File: src/rtl/muldiv_sched.sv
// muldiv_sched: sequencing controller for an iterative RV64 M-extension unit.
// Accepts one operation per handshake, iterates a radix-2 shift-add multiply
// or a restoring divide, then holds the result until the pipeline takes it.
// Special cases (divide by zero, signed overflow, illegal W multiply-high)
// can finish with no iteration when FAST_SPECIAL is set.
//
// Ports:
//   clk, reset     clock, asynchronous active-high reset
//   flush          abort in-flight or pending operation
//   in_valid/ready request handshake; in_op, in_word, in_a, in_b operands
//   out_valid/ready result handshake; out_result final value
//   busy           stall indication for the front of the pipeline
module muldiv_sched #(
   parameter int XLEN         = 64,
   parameter bit FAST_SPECIAL = 1'b1
) (
   input  logic            clk,
   input  logic            reset,
   input  logic            flush,
   input  logic            in_valid,
   output logic            in_ready,
   input  logic [2:0]      in_op,
   input  logic            in_word,
   input  logic [XLEN-1:0] in_a,
   input  logic [XLEN-1:0] in_b,
   output logic            out_valid,
   input  logic            out_ready,
   output logic [XLEN-1:0] out_result,
   output logic            busy
);

   localparam logic [2:0] OP_MUL    = 3'd0;
   localparam logic [2:0] OP_MULH   = 3'd1;
   localparam logic [2:0] OP_MULHSU = 3'd2;
   localparam logic [2:0] OP_MULHU  = 3'd3;
   localparam logic [2:0] OP_DIV    = 3'd4;
   localparam logic [2:0] OP_DIVU   = 3'd5;
   localparam logic [2:0] OP_REM    = 3'd6;
   localparam logic [2:0] OP_REMU   = 3'd7;

   typedef enum logic [1:0] {S_IDLE, S_BUSY, S_DONE} state_t;

   // Latched control of the operation in flight.
   typedef struct packed {
      logic [2:0] op;
      logic       word;
      logic       a_neg;   // |a| was taken; fix the sign at the end
      logic       b_neg;
      logic       special; // result comes from spec_q, not the iteration
   } ctl_t;

   state_t        state, state_nx;
   ctl_t          ctl;
   logic [127:0]  acc;     // mul: {product hi, multiplier}; div: {remainder, dividend/quotient}
   logic [63:0]   opb;     // multiplicand or divisor magnitude
   logic [63:0]   spec_q;
   logic [6:0]    cnt;

   // ---------------- request decode (IDLE, combinational) ----------------
   logic          is_div, a_sgn, b_sgn, a_neg, b_neg;
   logic          illegal, b_zero, ovf, special, last;
   logic [63:0]   a_ext, b_ext, a_abs, b_abs, a_sx, min_v, spec_res, lo_init;

   always_comb begin
      is_div  = in_op[2];
      a_sgn   = (in_op == OP_MULH) || (in_op == OP_MULHSU) ||
                (in_op == OP_DIV)  || (in_op == OP_REM);
      b_sgn   = (in_op == OP_MULH) || (in_op == OP_DIV) || (in_op == OP_REM);
      a_ext   = in_word ? {{32{a_sgn & in_a[31]}}, in_a[31:0]} : in_a;
      b_ext   = in_word ? {{32{b_sgn & in_b[31]}}, in_b[31:0]} : in_b;
      a_neg   = a_sgn & a_ext[63];
      b_neg   = b_sgn & b_ext[63];
      a_abs   = a_neg ? (~a_ext + 64'd1) : a_ext;
      b_abs   = b_neg ? (~b_ext + 64'd1) : b_ext;
      // W remainder-by-zero returns sext(a[31:0]) whatever the signedness
      a_sx    = in_word ? {{32{in_a[31]}}, in_a[31:0]} : in_a;
      min_v   = in_word ? 64'hFFFF_FFFF_8000_0000 : 64'h8000_0000_0000_0000;
      illegal = in_word & ~is_div & (in_op != OP_MUL);
      b_zero  = is_div & (b_ext == 64'd0);
      ovf     = is_div & b_sgn & (a_ext == min_v) & (b_ext == '1);
      special = illegal | b_zero | ovf;
      spec_res = 64'd0;
      if (illegal)     spec_res = 64'd0;
      else if (b_zero) spec_res = in_op[1] ? a_sx : '1;
      else if (ovf)    spec_res = in_op[1] ? 64'd0 : min_v;
      // A W divide only walks 32 dividend bits, so start them at the top.
      lo_init = (is_div && in_word) ? {a_abs[31:0], 32'd0} : a_abs;
   end

   // ---------------- one iteration ----------------
   logic [64:0]   mul_sum;
   logic [64:0]   rem_sh;
   logic          fits;
   logic [63:0]   rem_nx;
   logic [127:0]  acc_nx;
   logic [63:0]   fin_res;

   function automatic logic [63:0] finish_res(input logic [127:0] p, input ctl_t c);
      logic         neg;
      logic [127:0] pn;
      logic [63:0]  q, r, d;
      neg = c.a_neg ^ c.b_neg;
      pn  = neg ? (~p + 128'd1) : p;
      q   = neg ? (~p[63:0] + 64'd1) : p[63:0];
      r   = c.a_neg ? (~p[127:64] + 64'd1) : p[127:64];
      case (c.op)
         OP_MUL:            d = c.word ? {{32{p[63]}}, p[63:32]} : p[63:0];
         OP_MULH,
         OP_MULHSU:         d = pn[127:64];
         OP_MULHU:          d = p[127:64];
         OP_DIV, OP_DIVU:   d = c.word ? {{32{q[31]}}, q[31:0]} : q;
         default:           d = c.word ? {{32{r[31]}}, r[31:0]} : r;
      endcase
      return d;
   endfunction

   always_comb begin
      mul_sum = {1'b0, acc[127:64]} + (acc[0] ? {1'b0, opb} : 65'd0);
      rem_sh  = {acc[127:64], acc[63]};
      fits    = rem_sh >= {1'b0, opb};
      // When the trial fits the true difference is below 2^64, so 64-bit
      // wraparound arithmetic is exact; otherwise rem_sh[64] is 0.
      rem_nx  = fits ? (rem_sh[63:0] - opb) : rem_sh[63:0];
      acc_nx  = ctl.op[2] ? {rem_nx, acc[62:0], fits} : {mul_sum, acc[63:1]};
      fin_res = finish_res(acc_nx, ctl);
      last    = (cnt <= 7'd1);
   end

   // ---------------- FSM ----------------
   always_ff @(posedge clk or posedge reset) begin
      if (reset) state <= S_IDLE;
      else       state <= state_nx;
   end

   always_comb begin
      state_nx = state;
      if (flush) state_nx = S_IDLE;
      else begin
         case (state)
            S_IDLE: if (in_valid) state_nx = (special && FAST_SPECIAL) ? S_DONE : S_BUSY;
            S_BUSY: if (last)      state_nx = S_DONE;
            S_DONE: if (out_ready) state_nx = S_IDLE;
            default:               state_nx = S_IDLE;
         endcase
      end
   end

   always_comb begin
      in_ready  = (state == S_IDLE);
      out_valid = (state == S_DONE);
      busy      = (state == S_BUSY) || ((state == S_DONE) && !out_ready);
   end

   // ---------------- datapath ----------------
   always_ff @(posedge clk or posedge reset) begin
      if (reset) begin
         acc        <= '0;
         opb        <= '0;
         ctl        <= '0;
         spec_q     <= '0;
         cnt        <= '0;
         out_result <= '0;
      end else if (flush) begin
         cnt <= '0;
      end else begin
         case (state)
            S_IDLE: if (in_valid) begin
               ctl    <= '{op: in_op, word: in_word, a_neg: a_neg, b_neg: b_neg, special: special};
               acc    <= {64'd0, lo_init};
               opb    <= b_abs;
               spec_q <= spec_res;
               if (special && FAST_SPECIAL) begin
                  cnt        <= '0;
                  out_result <= spec_res;
               end else begin
                  cnt <= in_word ? 7'd32 : 7'd64;
               end
            end
            S_BUSY: begin
               acc <= acc_nx;
               cnt <= cnt - 7'd1;
               // final iteration and sign fix-up share the edge into DONE
               if (last) out_result <= ctl.special ? spec_q : fin_res;
            end
            default: ;
         endcase
      end
   end

endmodule

File: config.mk
export PLATFORM = sky130hd
export DESIGN_NAME = muldiv_sched
export DESIGN_NICKNAME = d
export VERILOG_FILES = /design/src/rtl/muldiv_sched.sv
export SDC_FILE = /design/constraint.sdc
export NUM_CORES = 2
export LEC_CHECK = 0
export CAP_MARGIN = 25
export CORE_ASPECT_RATIO = 0.8
export CORE_MARGIN = 3
export CORE_UTILIZATION = 57
export DETAILED_ROUTE_END_ITERATION = 10
export PLACE_DENSITY = 0.77
export SLEW_MARGIN = 20
export SYNTH_ARGS = -nofsm -noshare
export SYNTH_HDL_FRONTEND = slang
export SYNTH_SLANG_ARGS = --single-unit
File: constraint.sdc
create_clock -name clk -period 11 [get_ports clk]
set_input_delay 1.65 -clock clk [delete_from_list [all_inputs] [get_ports clk]]
set_output_delay 1.65 -clock clk [all_outputs]
set_load 0.02 [all_outputs]
==> results.yml <==
outcome:
  outcome: "complete, no violations"
die:
  floorplan.die.height_um: 235.5
  row_count: 83
  die_area_sq_mm: 0.06900
  initial_core_util: 0.5803
  floorplan.core_area_sq_mm: 0.06470
  chipWidth_um: 292.9
  top_level_ports: 204
synth:
  postSynthNetCount: 5451
  synth_top_family_by_area: "compound AO/OA/AOI/OAI gates"
  postSynthRegisterBits: 336
  per_instance_average_area_after_synthesis_sq_um: 7.252
  yosysWarnings: 0
  number_of_enable_type_register_cells_in_the_synthesized_netlist: 0
  synth-async-reset-ratio: 1.000
  leading_cell_types_by_total_area_after_synthesis: "sky130_fd_sc_hd__dfrtp_1 (22%), sky130_fd_sc_hd__o21ai_0 (7.6%), sky130_fd_sc_hd__nand2_1 (6.5%)"
  synth.yosys.seq_area_share: 0.2240
  post_synth_fa_ha_maj_area_fraction: 0.04606
  count_of_unique_library_cells_instantiated_by_yosys: 124
  post_synth_and_or_nand_nor_area_fraction: 0.2525
  synth_top_area_frac: 0.2240
  synthMuxAreaShare: 0.03139
  postSynthCellCount: 5177
  synth_area_in_compound_gates: 0.3178
  netlist.top_cell.by_area: "sky130_fd_sc_hd__dfrtp_1"
  synth-main-ff-cell: "sky130_fd_sc_hd__dfrtp_1"
  post_synth_instance_area_sq_mm: 0.03754
  post_synthesis_xor_xnor_area_fraction: 0.07489
drt:
  drt_iter0_drc: 7897
  post_detailed_route_count_of_antenna_violating_nets: 0
  route.vias.total: 44930
  viasPerCell: 7.414
  post-route-drc-count: 0
  routed_wire_length_per_instance_um: 30.71
  drt-total-wl_um: 186100
  detail_route.first_pass.iterations: 11
critical_path:
  critPathTopFamily: "simple AND/OR/NAND/NOR gates"
  critical-path-max-stage-delay_ns: 1.02
  worst_ep_required_time_ns: 11.51
  crit_path_top_delay_cell: "sky130_fd_sc_hd__nor2_1"
  worstPathMaxFanout: 33
  worst-endpoint-arrival_ns: 8.66
  worst_setup_path_start_kind: "input pin"
  critical_path.most_common_cell: "sky130_fd_sc_hd__nand3_1"
  cp.buffers_inverters: 3
  setup.worst_path.end_class: "flip-flop"
  critPathKind: "input pin to flip-flop"
  crit_path_cell_trace: "clkdlybuf4s50_1 > or4_1 > or3_1 > nor2_1 > nand4b_1 > nor4_1 > buf_4 > nand3_1 > o31a_1 > nand2_1 > o21a_2 > buf_4 > nand2_1 > nor2_1 > nand3_1 > nand3_1"
sta:
  final_min_period_over_clock_period: 0.7404
  report.final.setup_viol: 0
  slew-limit-headroom: 0.1274
  grt_setup_unrepaired: "no"
  setup_total_negative_slack_ns: 0
  worst_clock_skew_ns: 0.03166
  finalHoldViolCount: 0
  max_freq_mhz: 122.8
  finalMaxSlewViolations: 0
  finalCriticalPeriod_ns: 8.145
  transition_time_at_the_pin_with_the_least_slew_margin_ns: 1.297
placed_design:
  gp_routability_congestion: 1.143
  dp_hpwl_um: 141600
  placed_area_sq_mm: 0.04009
  buffer_ports.inserted: 203
  place.detailed.instances: 5973
layout:
  final_util: 0.6415
  layout-drive-gt1-share: 0.06890
  post-route-cell-area_sq_mm: 0.04151
  stdcell_count: 6060
  flow.area_growth_from_synthesis_pct: 10.56
  fin_nets: 5443
power_and_ir_drop:
  p_per_area_mw_per_mm2: 220.4
  leakage_nw: 16.39
  worst_case_vdd_ir_drop_mv: 0.1909
  post-layout-total-power_w: 0.009147
global_route:
  grt_first_pass_wirelength_um: 267400
  via_count_of_the_first_global_routing_pass: 40020
  global_route.overflow_total: 0
  number_of_antenna_violations_at_the_first_check_in_global_routing: 16
  grt_util_all_layers: 0.5139
  grt_start_max_net_pins: 149
clocking:
  clkLatencyLatePin_ns: 0.60
  post-cts-setup-buffers: 0
  clk_pin_slew_ns: 0.07
  post_cts_resized: 0
  holdBufCountCts: 0
  tritoncts_clock_tree: "built"
  max-clock-path-buffers: 3
  cts_num_sinks: 336
  cts_buffers: 40
  clk_root_buffer_cell: "sky130_fd_sc_hd__clkbuf_16"
  cts-htree-levels: 2
min_path:
  holdCritPathClass: "flip-flop to flip-flop"
run:
  cap_viol_max_count: 0
-- tightest hold or removal path, cell delays in order (launching register included) --
cell and delay (ns):
sky130_fd_sc_hd__dfrtp_1 0.34, sky130_fd_sc_hd__nand2_1 0.05, sky130_fd_sc_hd__nand2_1 0.05
-- routing by layer --
metal | up-vias | part of all wire | track usage
met2 | 3779 | 0.37 | 0.6755
li1 | 19210 | - | -
met4 | 16 | 0.062 | 0.2339
met3 | 754 | 0.19 | 0.2930
met5 | - | 0.00068 | 0
met1 | 21180 | 0.37 | 0.6717
-- placed cells by master, fill, tap and decap left out, types with 63 or more instances in the layout --
| cell type | count |
|---|---|
| sky130_fd_sc_hd__a211oi_1 | 69 |
| sky130_fd_sc_hd__a21o_1 | 76 |
| sky130_fd_sc_hd__a21oi_1 | 425 |
| sky130_fd_sc_hd__a31oi_1 | 71 |
| sky130_fd_sc_hd__and2_1 | 92 |
| sky130_fd_sc_hd__buf_4 | 109 |
| sky130_fd_sc_hd__clkdlybuf4s50_1 | 202 |
| sky130_fd_sc_hd__dfrtp_1 | 332 |
| sky130_fd_sc_hd__ha_1 | 135 |
| sky130_fd_sc_hd__inv_1 | 127 |
| sky130_fd_sc_hd__mux2i_1 | 69 |
| sky130_fd_sc_hd__nand2_1 | 646 |
| sky130_fd_sc_hd__nand3_1 | 110 |
| sky130_fd_sc_hd__nand4_1 | 114 |
| sky130_fd_sc_hd__nor2_1 | 393 |
| sky130_fd_sc_hd__nor3_1 | 142 |
| sky130_fd_sc_hd__nor4_1 | 68 |
| sky130_fd_sc_hd__o211ai_1 | 65 |
| sky130_fd_sc_hd__o21a_1 | 63 |
| sky130_fd_sc_hd__o21ai_0 | 568 |
| sky130_fd_sc_hd__o31ai_1 | 68 |
| sky130_fd_sc_hd__xnor2_1 | 172 |
| sky130_fd_sc_hd__xor2_1 | 147 |
-- flip-flops by register name (all words and copies together) (netlist names) --
| name | flops |
|---|---|
| cnt | 7 |
| out_result | 64 |
| state | 2 |
| spec_q | 64 |
| acc | 128 |
| ctl | 7 |
| opb | 64 |
-- cells in the mapped netlist (all sizes together) (11+ instances only) --
| library cell | count |
|---|---|
| o211a | 14 |
| a211o | 15 |
| nand2 | 647 |
| a2111oi | 18 |
| xor2 | 148 |
| o21a | 64 |
| o21ai | 608 |
| a211oi | 74 |
| clkbuf | 275 |
| a21oi | 439 |
| buf | 91 |
| nand2b | 42 |
| mux2 | 43 |
| nor3b | 17 |
| o31a | 12 |
| ha | 135 |
| o22ai | 32 |
| a21boi | 21 |
| a31oi | 73 |
| and4 | 14 |
| a221oi | 37 |
| or4 | 22 |
| nor3 | 149 |
| o31ai | 70 |
| nor4 | 76 |
| nor2b | 47 |
| and3 | 43 |
| o211ai | 66 |
| a22o | 21 |
| a311oi | 11 |
| xnor2 | 173 |
| or3 | 60 |
| o41ai | 22 |
| o2111ai | 23 |
| nor2 | 400 |
| o221ai | 59 |
| inv | 130 |
| and2 | 94 |
| nand3 | 111 |
| mux2i | 69 |
| nand4 | 116 |
| or2 | 23 |
| a21o | 77 |
| nand4b | 15 |
| dfrtp | 336 |
-- cell type report --
cell class              instances  area, sq um
flip-flops and latches        336         8416
clock buffers                  53         1152
fillers                      5905        23190
diodes                         14        35.03
multi-input cells            4341        27250
inverters                     134        510.5
well taps                     850         1064
clock inverters                16        177.7
repair buffers                316         2900
-- path summary, 6_finish.rpt --
kind,start,end,slack (ns),cells after the start
hold reg to reg,spec_q[12]$_DFFE_PP0P_,spec_q[12]$_DFFE_PP0P_,0.47,2
hold / removal,spec_q[12]$_DFFE_PP0P_,spec_q[12]$_DFFE_PP0P_,0.47,2
setup reg to reg,opb[1]$_DFFE_PP0P_,out_result[58]$_DFFE_PP0P_,3.00,25
max in group asynchronous,reset,ctl[6]$_DFFE_PP0P_,8.08,3
setup / recovery,in_b[16],out_result[15]$_DFFE_PP0P_,2.86,16
min in group asynchronous,reset,opb[21]$_DFFE_PP0P_,1.51,2
-- where the power goes --
group	internal [W]	switching [W]	leakage, nW
clock	0.000808	0.000614	0.664
combinational	0.00187	0.00408	11.4
sequential	0.00146	0.000318	4.36
-- kinds of logic after synthesis --
logic type | Yosys count
flip-flops | 336
AND/OR/NAND/NOR | 1917
adder cells (fa/ha/maj) | 137
AO/OA/AOI/OAI | 1854
multiplexers | 112
buffers and inverters | 500
XOR/XNOR | 321
-- through the flow --
| stage | worst slack [ns] | hold WS [ns] |
|---|---|---|
| 2_1_floorplan | 0.04010 | 0.4305 |
| 3_3_place_gp | 2.816 | 0.4463 |
| 3_5_place_dp | 2.751 | 0.4511 |
| 4_1_cts | 3.343 | 0.4651 |
| 5_1_grt | 2.826 | 0.4904 |
| 6_report | 2.855 | 0.4681 |
No activity file was read; power rests on OpenSTA's default activity.
